`src/rtl/ctrl_opcode_encoder.sv`:
```
// Re-encodes an 11-bit control bundle into the RV32I major opcode behind a 2-entry output FIFO.
// Optional SYSTEM-opcode mode is enabled by defining CTRL_ENC_SYSTEM_EN.
module ctrl_opcode_encoder #(
    parameter int CNT_W = 8
) (
    input  logic             clk,
    input  logic             rst_n,
    input  logic             in_valid,
    output logic             in_ready,
    input  logic [10:0]      ctrl_in,
    output logic             out_valid,
    input  logic             out_ready,
    output logic [6:0]       opcode_out,
    output logic             illegal_out,
    output logic [CNT_W-1:0] illegal_cnt
);

    localparam logic [6:0] OP_LOAD   = 7'b0000011;
    localparam logic [6:0] OP_STORE  = 7'b0100011;
    localparam logic [6:0] OP_BRANCH = 7'b1100011;
    localparam logic [6:0] OP_JAL    = 7'b1101111;
    localparam logic [6:0] OP_JALR   = 7'b1100111;
    localparam logic [6:0] OP_LUI    = 7'b0110111;
    localparam logic [6:0] OP_AUIPC  = 7'b0010111;
    localparam logic [6:0] OP_IMM    = 7'b0010011;
    localparam logic [6:0] OP_OP     = 7'b0110011;
    localparam logic [6:0] OP_FENCE  = 7'b0001111;

    logic [6:0]       r_op_mem  [2];
    logic             r_ill_mem [2];
    logic             r_wptr;
    logic             r_rptr;
    logic [1:0]       r_count;
    logic             r_in_ready;
    logic [CNT_W-1:0] r_cnt;

    logic [6:0]       w_opcode;
    logic             w_illegal;
    logic             w_accept;
    logic             w_emit;
    logic [1:0]       w_count_next;

`ifdef CTRL_ENC_SYSTEM_EN
    localparam logic [6:0] OP_SYSTEM = 7'b1110011;
    logic             r_sys_mode;
    logic             w_is_zero;
`endif

    // Bundle order: {Fence,Auipc,Lui,Jalr,jump,ALUSrc,branch,MemRead,MemWrite,RegWrite,MemtoReg}
    always_comb begin
        // NOTE: every always_comb output gets a default first so no path can infer a latch.
        w_opcode  = 7'b0000000;
        w_illegal = 1'b0;
`ifdef CTRL_ENC_SYSTEM_EN
        w_is_zero = 1'b0;
`endif
        case (ctrl_in)
            11'h02B: w_opcode = OP_LOAD;
            11'h024: w_opcode = OP_STORE;
            11'h010: w_opcode = OP_BRANCH;
            11'h042: w_opcode = OP_JAL;
            11'h0C2: w_opcode = OP_JALR;
            11'h102: w_opcode = OP_LUI;
            11'h222: w_opcode = OP_AUIPC;
            11'h022: w_opcode = OP_IMM;
            11'h422: w_opcode = OP_FENCE;
`ifdef CTRL_ENC_SYSTEM_EN
            11'h002: w_opcode = r_sys_mode ? OP_SYSTEM : OP_OP;
            11'h000: w_is_zero = 1'b1;
`else
            11'h002: w_opcode = OP_OP;
`endif
            default: w_illegal = 1'b1;
        endcase
    end

    assign w_accept     = in_valid & r_in_ready;
    assign w_emit       = out_valid & out_ready;
    assign w_count_next = r_count + {1'b0, w_accept} - {1'b0, w_emit};

    always_ff @(posedge clk) begin
        if (!rst_n) begin
            // NOTE: the two buffer slots are reset because the head is visible on the outputs
            // straight out of reset and must read as zero there.
            r_op_mem[0]  <= '0;
            r_op_mem[1]  <= '0;
            r_ill_mem[0] <= 1'b0;
            r_ill_mem[1] <= 1'b0;
            r_wptr       <= 1'b0;
            r_rptr       <= 1'b0;
            r_count      <= 2'd0;
            r_in_ready   <= 1'b1;
            r_cnt        <= '0;
`ifdef CTRL_ENC_SYSTEM_EN
            r_sys_mode   <= 1'b0;
`endif
        end else begin
            // NOTE: state uses non-blocking assignments so every register samples pre-edge values.
            if (w_accept) begin
                r_op_mem[r_wptr]  <= w_opcode;
                r_ill_mem[r_wptr] <= w_illegal;
                r_wptr            <= ~r_wptr;
            end
            if (w_emit) begin
                r_rptr <= ~r_rptr;
            end
            r_count    <= w_count_next;
            r_in_ready <= (w_count_next < 2'd2);
            if (w_accept && w_illegal && (r_cnt != {CNT_W{1'b1}})) begin
                r_cnt <= r_cnt + CNT_W'(1);
            end
`ifdef CTRL_ENC_SYSTEM_EN
            // Legal accepts clear the mode, the all-zero bundle sets it, illegal ones leave it.
            if (w_accept && !w_illegal) begin
                r_sys_mode <= w_is_zero;
            end
`endif
        end
    end

    assign in_ready    = r_in_ready;
    assign out_valid   = (r_count != 2'd0);
    assign opcode_out  = r_op_mem[r_rptr];
    assign illegal_out = r_ill_mem[r_rptr];
    assign illegal_cnt = r_cnt;

endmodule

```
`config.mk`:
```
export PLATFORM = sky130hd
export DESIGN_NAME = ctrl_opcode_encoder
export DESIGN_NICKNAME = d
export VERILOG_FILES = /design/src/rtl/ctrl_opcode_encoder.sv
export SDC_FILE = /design/constraint.sdc
export NUM_CORES = 1
export LEC_CHECK = 0
export BUFFER_PORTS_ARGS = -buffer_cell sky130_fd_sc_hd__buf_4
export CAP_MARGIN = 10
export CORE_MARGIN = 8
export CORE_UTILIZATION = 41
export CTS_BUF_LIST = sky130_fd_sc_hd__clkbuf_16
export DETAILED_ROUTE_END_ITERATION = 8
export PLACE_DENSITY_LB_ADDON = 0.2
export SLEW_MARGIN = 20
export SYNTH_ARGS = -nofsm -noshare
export SYNTH_HDL_FRONTEND = slang
export SYNTH_SLANG_ARGS = --single-unit
```
`constraint.sdc`:
```
create_clock -name clk -period 2.1 [get_ports clk]
set_input_delay 0.42 -clock clk [delete_from_list [all_inputs] [get_ports clk]]
set_output_delay 0.42 -clock clk [all_outputs]
set_load 0.005 [all_outputs]
```
==> results of run 1 <==
## final cells by class
type | count | area [um2]
inverters | 9 | 33.8
flip-flops and latches | 28 | 681
fillers | 361 | 1650
repair buffers | 44 | 330
multi-input cells | 114 | 743
well taps | 48 | 60.1
clock buffers | 3 | 75.1
clock inverters | 1 | 3.75
## registers in the layout, summed over array words and instances (netlist names), named ones only
signal,cells
r_rptr,1
r_wptr,1
illegal_cnt,8
r_op_mem,12
r_count,2
r_ill_mem,2
in_ready,1
## per-layer routing
layer	global-route usage	part of all wire	vias up
met5	0	0	-
met4	0.0346	0.0035	0
met3	0.0307	0.043	2
met2	0.213	0.50	20
met1	0.122	0.45	599
li1	-	-	652
## cells in the mapped netlist, drive strengths merged (4+ instances only)
cell / number / area (um2)
nand4: 4 / 25.0
nand3: 5 / 25.0
a21oi: 4 / 23.8
edfxtp: 12 / 360
dfxtp: 16 / 320
o21ai: 6 / 30.0
nor4: 5 / 31.3
xnor2: 4 / 35.0
mux2: 6 / 67.6
inv: 9 / 33.8
nand2b: 4 / 25.0
mux2i: 5 / 50.1
nor2: 16 / 60.1
nand2: 15 / 56.3
## power breakdown
part / leakage, uW / internal [uW] / switching (uW)
clock network: 0.0000412 / 256 / 178
logic: 0.000514 / 272 / 200
registers: 0.000258 / 659 / 59.0
total: 0.000813 / 1190 / 437
## kinds of logic (layout without fill, tap and decap cells)
family / count (synthesis) / in the layout / synth area share
AND/OR/NAND/NOR: 73 / 73 / 0.265
flip-flops: 28 / 28 / 0.456
AO/OA/AOI/OAI: 22 / 22 / 0.0998
buffers and inverters: 15 / 57 / 0.0461
multiplexers: 11 / 11 / 0.0788
XOR/XNOR: 5 / 5 / 0.0293
adder cells (fa/ha/maj): 3 / 3 / 0.0251
## stage by stage
| step | setup WS, ns | std cells | utilization | cell area [um2] | power, uW |
|---|---|---|---|---|---|
| floorplan | 0.0459 | 157 | - | 1490 | 989 |
| global placement | -0.0831 | 243 | 0.516 | 1850 | 1190 |
| detailed placement | -0.126 | 243 | 0.516 | 1850 | 1210 |
| CTS | 0.129 | 247 | 0.538 | 1930 | 1640 |
| global route | 0.00309 | 247 | 0.538 | 1930 | 1720 |
| finish | 0.130 | 247 | 0.538 | 1930 | 1620 |
## path summary, 6_finish.rpt
path                   from        endpoint  slack [ns]  depth (start not counted)
max          illegal_cnt[0]  illegal_cnt[7]        0.13                          6
min                   rst_n        in_ready        0.46                          2
max reg2reg  illegal_cnt[0]  illegal_cnt[7]        0.13                          6
min reg2reg    r_ill_mem[0]    r_ill_mem[0]        0.50                          2
==> impl_metrics.tcl, run 1 <==
set metrics [dict create \
    tritoncts "yes" \
    slew_headroom 0.684 \
    drt_drc_violations_left 0 \
    area_overhead_vs_synth_pct 29.1 \
    globalRouteTotalUtil 0.115 \
    timing.critical_path.cells "ha_1 > nand3_1 > o21ai_0 > nand4b_1 > or4_2 > a21oi_1" \
    synth-async-reset-ratio 0 \
    buffer_ports.inserted 32 \
    worst-endpoint-required_ns 2.29 \
    critPathMaxStageDelay_ns 0.65 \
    crit_path_start_kind "flip-flop" \
    layout.cells.most_common "buf_4" \
    design.core.area_mm2 0.00358 \
    synth.cell_area_mm2 0.00149 \
    synth_ff_type "dfxtp_1" \
    count_of_nets_left_with_antenna_violations_after_detail_routing 0 \
    aggregate_routed_wire_length_mm 3.42 \
    htree_levels 1 \
    drt_pre_antenna_iters 4 \
    layout_min_cycle_time_ns 1.97 \
    root_buffer "clkbuf_16" \
    crit_arrival_ns 2.16 \
    start_util 0.417 \
    clock_insertion_delay_worst_skew_ns 0.26 \
    fin_worst_skew_ns 0.00194 \
    final_cell_mix "44 x buf_4, 16 x nor2_1, 16 x dfxtp_1, 15 x nand2_1, 12 x edfxtp_1" \
    maxSlewViolCount 0 \
    cts_hold_buffers 0 \
    finalSetupTns_ns 0 \
    synth.avg_cell_area_um2 9.51 \
    diodes 0 \
    number_of_global_route_vias_before_repair 1273 \
    fmax_mhz 508 \
    ys_ff_latch 28 \
    critical_path.max_fanout 5 \
    die-area_mm2 0.00583 \
    vias_per_cell 5.15 \
    fin_worst_hold_slack_ns 0.455 \
    routed_wire_per_std_cell_um 13.8 \
    critPathCaptureType "flip-flop" \
    total_leakage_power_uw 0.000813 \
    postSynthCellCount 157 \
    count_of_clock_tree_sinks 28 \
    postSynthNetCount 175 \
    clk_path_buf_depth 2 \
    timing.final.setup_violations 0 \
    worst_setup_hold_path_clk_slew_ns 0.07 \
    run_status "finished, final reports clean" \
    critical-path-top-delay-family "simple AND/OR/NAND/NOR gates" \
    worst_ir_drop_vdd_uv 310 \
    timing.critical_path.buf_inv 0 \
    worst-setup-path-type "flip-flop to flip-flop" \
    yosys_warnings 0 \
    1st_iter_drt_viols 57 \
    yosys.cell_types.count 46 \
    rsz0062_at_grt "false" \
    grt_first_pass_wirelength_mm 5.67 \
    synth_sequential_area_ratio 0.456 \
    dr_total_vias 1273 \
    cts_buffers 3 \
    cts-resized-gates 0 \
    place_congestion 0.844 \
    drive_above_1_share 0.307 \
    chipHeight_um 76.3 \
    total_count_of_hold_check_failures_in_the_final_report 0 \
    dp.final_hpwl_mm 2.65 \
    number_of_enable_flip_flop_cells_after_synthesis 12 \
    floorplan.rows 22 \
    grt_overflow 0 \
    crit_path_top_delay_cell "or4_2" \
    worst_pin_slew_ns 0.468 \
    grt_max_degree 19 \
    antenna_found_initial 0 \
    post-route-period-util 0.938 \
    die_width_um 76.3 \
    power_per_unit_of_standard_cell_area_mw_per_mm2 843 \
    floorplan.io_pins 33 \
    finish.net_count 218 \
    min-delay-path-class "input pin to flip-flop" \
    post_cts_buffers 0 \
    max-cap-violations 0 \
]
No activity file was read; power rests on OpenSTA's default activity.
==> run 2, diff against run 1 <==
- CTS_BUF_LIST: sky130_fd_sc_hd__clkbuf_16 -> sky130_fd_sc_hd__clkbuf_8
==> run 2 against run 1 <==
Sequential share of layout area rose by 0.30 points. Sequential power hardly changed. Cell count rose by 0.40%. Final area shrank 0.84%. Routed wire length grew 0.38%. Global-route usage about the same. Die area stayed put. Register-to-register slack gained 0.06 ns. First-iteration DRC count up 14%. Power shrank 6.1%. Clock skew decreased by 0.0012 ns. Highest routed layer unchanged.
==> impl_metrics.tcl, run 2 (synthesis gave the netlist of run 1 again) <==
set metrics [dict create \
    grt_overflow 0 \
    antenna_found_initial 0 \
    tritoncts "yes" \
    cts-resized-gates 0 \
    slew_headroom 0.684 \
    critPathCaptureType "flip-flop" \
    netSwitchingFraction 0.280 \
    timing.hold.worst.start "rst_n" \
    aggregate_routed_wire_length_mm 3.43 \
    diodes 0 \
    min-delay-path-class "input pin to flip-flop" \
    floorplan.rows 22 \
    root_buffer "clkbuf_8" \
    maxSlewViolCount 0 \
    cellInternalPower_uw 1100 \
    design.core.area_mm2 0.00358 \
    met1_usage 0.122 \
    layout_min_cycle_time_ns 1.95 \
    largest_reg_flops 12 \
    chipHeight_um 76.3 \
    finalSetupTns_ns 0 \
    crit_path_top_delay_cell "or4b_4" \
    power_per_unit_of_standard_cell_area_mw_per_mm2 798 \
    cts_buffers 3 \
    use_met2 0.213 \
    grt_max_degree 19 \
    clk_path_buf_depth 2 \
    die_width_um 76.3 \
    number_of_global_route_vias_before_repair 1270 \
    critPathMaxStageDelay_ns 0.53 \
    max-cap-violations 0 \
    worst-setup-path-type "input pin to flip-flop" \
    grt_busiest_layer "met2" \
    startpoint "ctrl_in[0]" \
    regArea_um2 681 \
    htree_levels 1 \
    finish.net_count 219 \
    total_leakage_power_uw 0.000805 \
    timing.rr.start "illegal_cnt[0]" \
    timing.critical_path.cells "buf_4 > or4b_4 > a2111o_1 > a21oi_2 > buf_4 > o21bai_1 > nor2_1" \
    post-route-period-util 0.928 \
    dr_total_vias 1276 \
    power.net_switching_uw 427 \
    comb_power_share 0.309 \
    crit_arrival_ns 2.08 \
    count_of_clock_tree_sinks 28 \
    report.power.total_uw 1520 \
    fmax_mhz 513 \
    drt_drc_violations_left 0 \
    power.sequential.fraction 0.470 \
    multi_input_logic_area_um2 743 \
    count_of_nets_left_with_antenna_violations_after_detail_routing 0 \
    worst_pin_slew_ns 0.468 \
    filler_cell_count_in_the_final_layout 362 \
    total_count_of_hold_check_failures_in_the_final_report 0 \
    instances_no_fill 248 \
    layout.cells.most_common "buf_4" \
    floorplan.io_pins 33 \
    vias_per_cell 5.15 \
    timing.final.setup_violations 0 \
    use_met3 0.0307 \
    routed_wire_per_std_cell_um 13.8 \
    power_frac_clock 0.220 \
    area_overhead_vs_synth_pct 28.0 \
    buffer_ports.inserted 32 \
    1st_iter_drt_viols 65 \
    globalRouteTotalUtil 0.114 \
    drive_above_1_share 0.310 \
    grt_first_pass_wirelength_mm 5.66 \
    placedCellCount 243 \
    crit_path_start_kind "input pin" \
    run_status "finished, final reports clean" \
    top_register "r_op_mem" \
    critical_path.max_fanout 4 \
    final_cell_mix "45 x buf_4, 16 x nor2_1, 16 x dfxtp_1, 15 x nand2_1, 12 x edfxtp_1" \
    worst-endpoint-required_ns 2.23 \
    worst_ir_drop_vdd_uv 248 \
    postLayoutCoreUtil 0.534 \
    rsz0062_at_grt "false" \
    start_util 0.417 \
    dp.final_hpwl_mm 2.65 \
    die-area_mm2 0.00583 \
    layout_setup_ws_ns 0.152 \
    timing.critical_path.mode_cell "buf_4" \
    detailedPlace.worstSlack_ns -0.126 \
    clock_insertion_delay_worst_skew_ns 0.27 \
    place_congestion 0.844 \
    worst_setup_hold_path_clk_slew_ns 0.09 \
    drt_pre_antenna_iters 4 \
    fin_worst_skew_ns 0.000705 \
]
run 2: cell count changes in the layout (fill, tap and decap cells not counted), sizes merged:
cell	previous run	this run
buf	44	45
inv	10	9
clkbuf	3	4
run 2: critical path: cells and delay by family:
| family | cells | cell delay [ns] |
|---|---|---|
| AO/OA/AOI/OAI | 3 | 0.73 |
| buffers and inverters | 2 | 0.27 |
| AND/OR/NAND/NOR | 2 | 0.66 |
run 2: final cells by class:
type,instances,area share
multi-input cells,114,0.389
flip-flops and latches,28,0.356
well taps,48,0.0314
repair buffers,45,0.177
inverters,9,0.0177
clock buffers,4,0.0288
run 2: through the flow:
stage                     hold WS [ns]  cell area (um2)
after floorplan                  0.450             1490
after global placement           0.469             1850
after detailed placement         0.490             1850
after CTS                        0.433             1900
after global routing             0.446             1910
final                            0.437             1910
run 2: repair_timing:
item / in CTS / in global routing
setup buffers: 0 / 1
endpoints found under the setup margin: 0 / 1
hold buffers: 0 / 0
run 2: power groups by stage:
stage / registers (uW) / logic [uW] / clock network (uW)
after floorplan: 705 / 285 / 0
after global placement: 723 / 465 / 0
after detailed placement: 732 / 478 / 0
after CTS: 720 / 482 / 341
after global routing: 731 / 526 / 362
final: 717 / 472 / 336
run 2: layer usage:
metal | up-vias | wire (um)
met3 | 5 | 147
li1 | 652 | -
met4 | 0 | 37
met5 | - | 0
met2 | 21 | 1710
met1 | 598 | 1540
run 2: worst paths after layout:
kind / endpoint / slack [ns] / cells after the start
max: r_op_mem[0][5] / 0.15 / 7
min reg2reg: r_ill_mem[0] / 0.50 / 2
min: in_ready / 0.44 / 2
max reg2reg: illegal_cnt[7] / 0.19 / 6
==> run 3, diff against run 2 <==
- clock period: 2.1 -> 2.37 ns (I/O delays scaled with it)
==> run 3 against run 2 <==
Clock skew up 0.00084 ns. Worst hold slack better by 0.057 ns. Final area decreased by 1.1%. Die area stayed put. Sequential power is 11% lower. Sequential cell count unchanged. Combinational power down 12%. Count of clock-buffer cells in the layout fell by 1.
==> impl_metrics.tcl, run 3 (synthesis gave the netlist of run 1 again) <==
set metrics [dict create \
    report.power.total_uw 1420 \
    worst-endpoint-required_ns 2.50 \
    place_congestion 0.848 \
    vias_per_cell 5.29 \
    die_width_um 76.3 \
    floorplan.io_pins 33 \
    dp.final_hpwl_mm 2.64 \
    area_overhead_vs_synth_pct 26.6 \
    1st_iter_drt_viols 140 \
    worst_ir_drop_vdd_uv 240 \
    multi_input_logic_area_um2 743 \
    critical_path.max_fanout 5 \
    filler_cell_count_in_the_final_layout 351 \
    chipHeight_um 76.3 \
    aggregate_routed_wire_length_mm 3.35 \
    maxSlewViolCount 0 \
    slew_headroom 0.671 \
    dr_total_vias 1286 \
    floorplan.rows 22 \
    layout_setup_ws_ns 0.356 \
    grt_max_degree 19 \
    postLayoutCellArea_mm2 0.00189 \
    fin_worst_skew_ns 0.00155 \
    cts_hold_buffers 0 \
    fmax_mhz 496 \
    start_util 0.417 \
    grt_first_pass_wirelength_mm 5.69 \
    count_of_clock_tree_sinks 28 \
    cellInternalPower_uw 1050 \
    finalSetupTns_ns 0 \
    largest_reg_flops 12 \
    clk_path_buf_depth 2 \
    crit_arrival_ns 2.15 \
    design.core.area_mm2 0.00358 \
    finish.net_count 214 \
    critPathCaptureType "flip-flop" \
    clock_insertion_delay_worst_skew_ns 0.27 \
    netSwitchingFraction 0.264 \
    detailedPlace.worstSlack_ns 0.0832 \
    post-route-period-util 0.850 \
    diodes 0 \
    timing.critical_path.mode_cell "buf_4" \
    timing.final.setup_violations 0 \
    cts_buffers 3 \
    count_of_nets_left_with_antenna_violations_after_detail_routing 0 \
    root_buffer "clkbuf_8" \
    regArea_um2 681 \
    top_register "r_op_mem" \
    worst-setup-path-type "input pin to flip-flop" \
    layout.cells.most_common "buf_4" \
    min-delay-path-class "input pin to flip-flop" \
    final_cell_mix "40 x buf_4, 16 x nor2_1, 16 x dfxtp_1, 15 x nand2_1, 12 x edfxtp_1" \
    worst_pin_slew_ns 0.487 \
    power.sequential.fraction 0.447 \
    globalRouteTotalUtil 0.114 \
    post_cts_buffers 0 \
    total_leakage_power_uw 0.000789 \
    layout_min_cycle_time_ns 2.01 \
    drt_drc_violations_left 0 \
    drt_pre_antenna_iters 4 \
    drive_above_1_share 0.292 \
    comb_power_share 0.291 \
    total_count_of_hold_check_failures_in_the_final_report 0 \
    detailed_place.area_mm2 0.00182 \
    routed_wire_per_std_cell_um 13.8 \
    power.net_switching_uw 375 \
    run_status "finished, final reports clean" \
    worst_setup_hold_path_clk_slew_ns 0.09 \
    buffer_ports.inserted 32 \
    power_frac_clock 0.262 \
    number_of_global_route_vias_before_repair 1314 \
    die-area_mm2 0.00583 \
    cts-resized-gates 0 \
    crit_path_start_kind "input pin" \
    rsz0062_at_grt "false" \
    timing.critical_path.cells "buf_4 > or4b_4 > a2111o_1 > a21oi_2 > buf_4 > o21bai_1 > nor2_1" \
    grt_overflow 0 \
    htree_levels 1 \
    max-cap-violations 0 \
    power_per_unit_of_standard_cell_area_mw_per_mm2 752 \
    critPathMaxStageDelay_ns 0.54 \
    antenna_found_initial 0 \
    tritoncts "yes" \
    crit_path_top_delay_cell "or4b_4" \
    fin_worst_hold_slack_ns 0.494 \
]
==> run 3: cell count changes in the layout (fill, tap and decap cells not counted), sizes merged <==
| cell | previous run | this run |
|---|---|---|
| bufinv | 0 | 1 |
| clkbuf | 4 | 3 |
| buf | 45 | 40 |
==> run 3: power groups by stage <==
stage / sequential [uW] / clock [uW] / combinational [uW]
after floorplan: 625 / 0 / 252
after global placement: 641 / 0 / 407
after detailed placement: 647 / 0 / 420
after CTS: 637 / 379 / 423
after global routing: 646 / 393 / 464
final: 635 / 373 / 413
==> run 3: worst paths after layout <==
path,from,end,slack (ns),cells past startpoint
setup / recovery,ctrl_in[0],r_op_mem[1][5],0.36,7
hold / removal,rst_n,in_ready,0.49,2
setup reg to reg,illegal_cnt[0],illegal_cnt[7],0.47,6
hold reg to reg,illegal_cnt[1],illegal_cnt[1],0.50,2
==> run 3: area by class of cell <==
cell class                 count  share of cell area
inverter                       9              0.0179
clock inverter                 1              0.0159
clock buffer                   3              0.0219
sequential                    28               0.360
multi-input combinational    114               0.393
tap                           48              0.0318
timing repair buffer          40               0.159
==> run 3: worst max-delay path: cells and delay by family <==
family,cells,cell delay (ns)
AO/OA/AOI/OAI,3,0.72
buffers and inverters,2,0.27
AND/OR/NAND/NOR,2,0.67
==> run 3: metrics by stage <==
stage                     instances  utilization
after floorplan                 157            -
after global placement          239        0.508
after detailed placement        239        0.508
after CTS                       243        0.528
after global routing            243        0.528
final                           243        0.528
==> run 3: per-layer routing <==
metal | wire (um) | vias up | share of wire | track usage
met2 | 1690 | 38 | 0.50 | 0.210
met5 | 0 | - | 0 | 0
li1 | - | 640 | - | -
met1 | 1440 | 606 | 0.43 | 0.120
met3 | 198 | 2 | 0.059 | 0.0259
met4 | 25 | 0 | 0.0075 | 0.0462
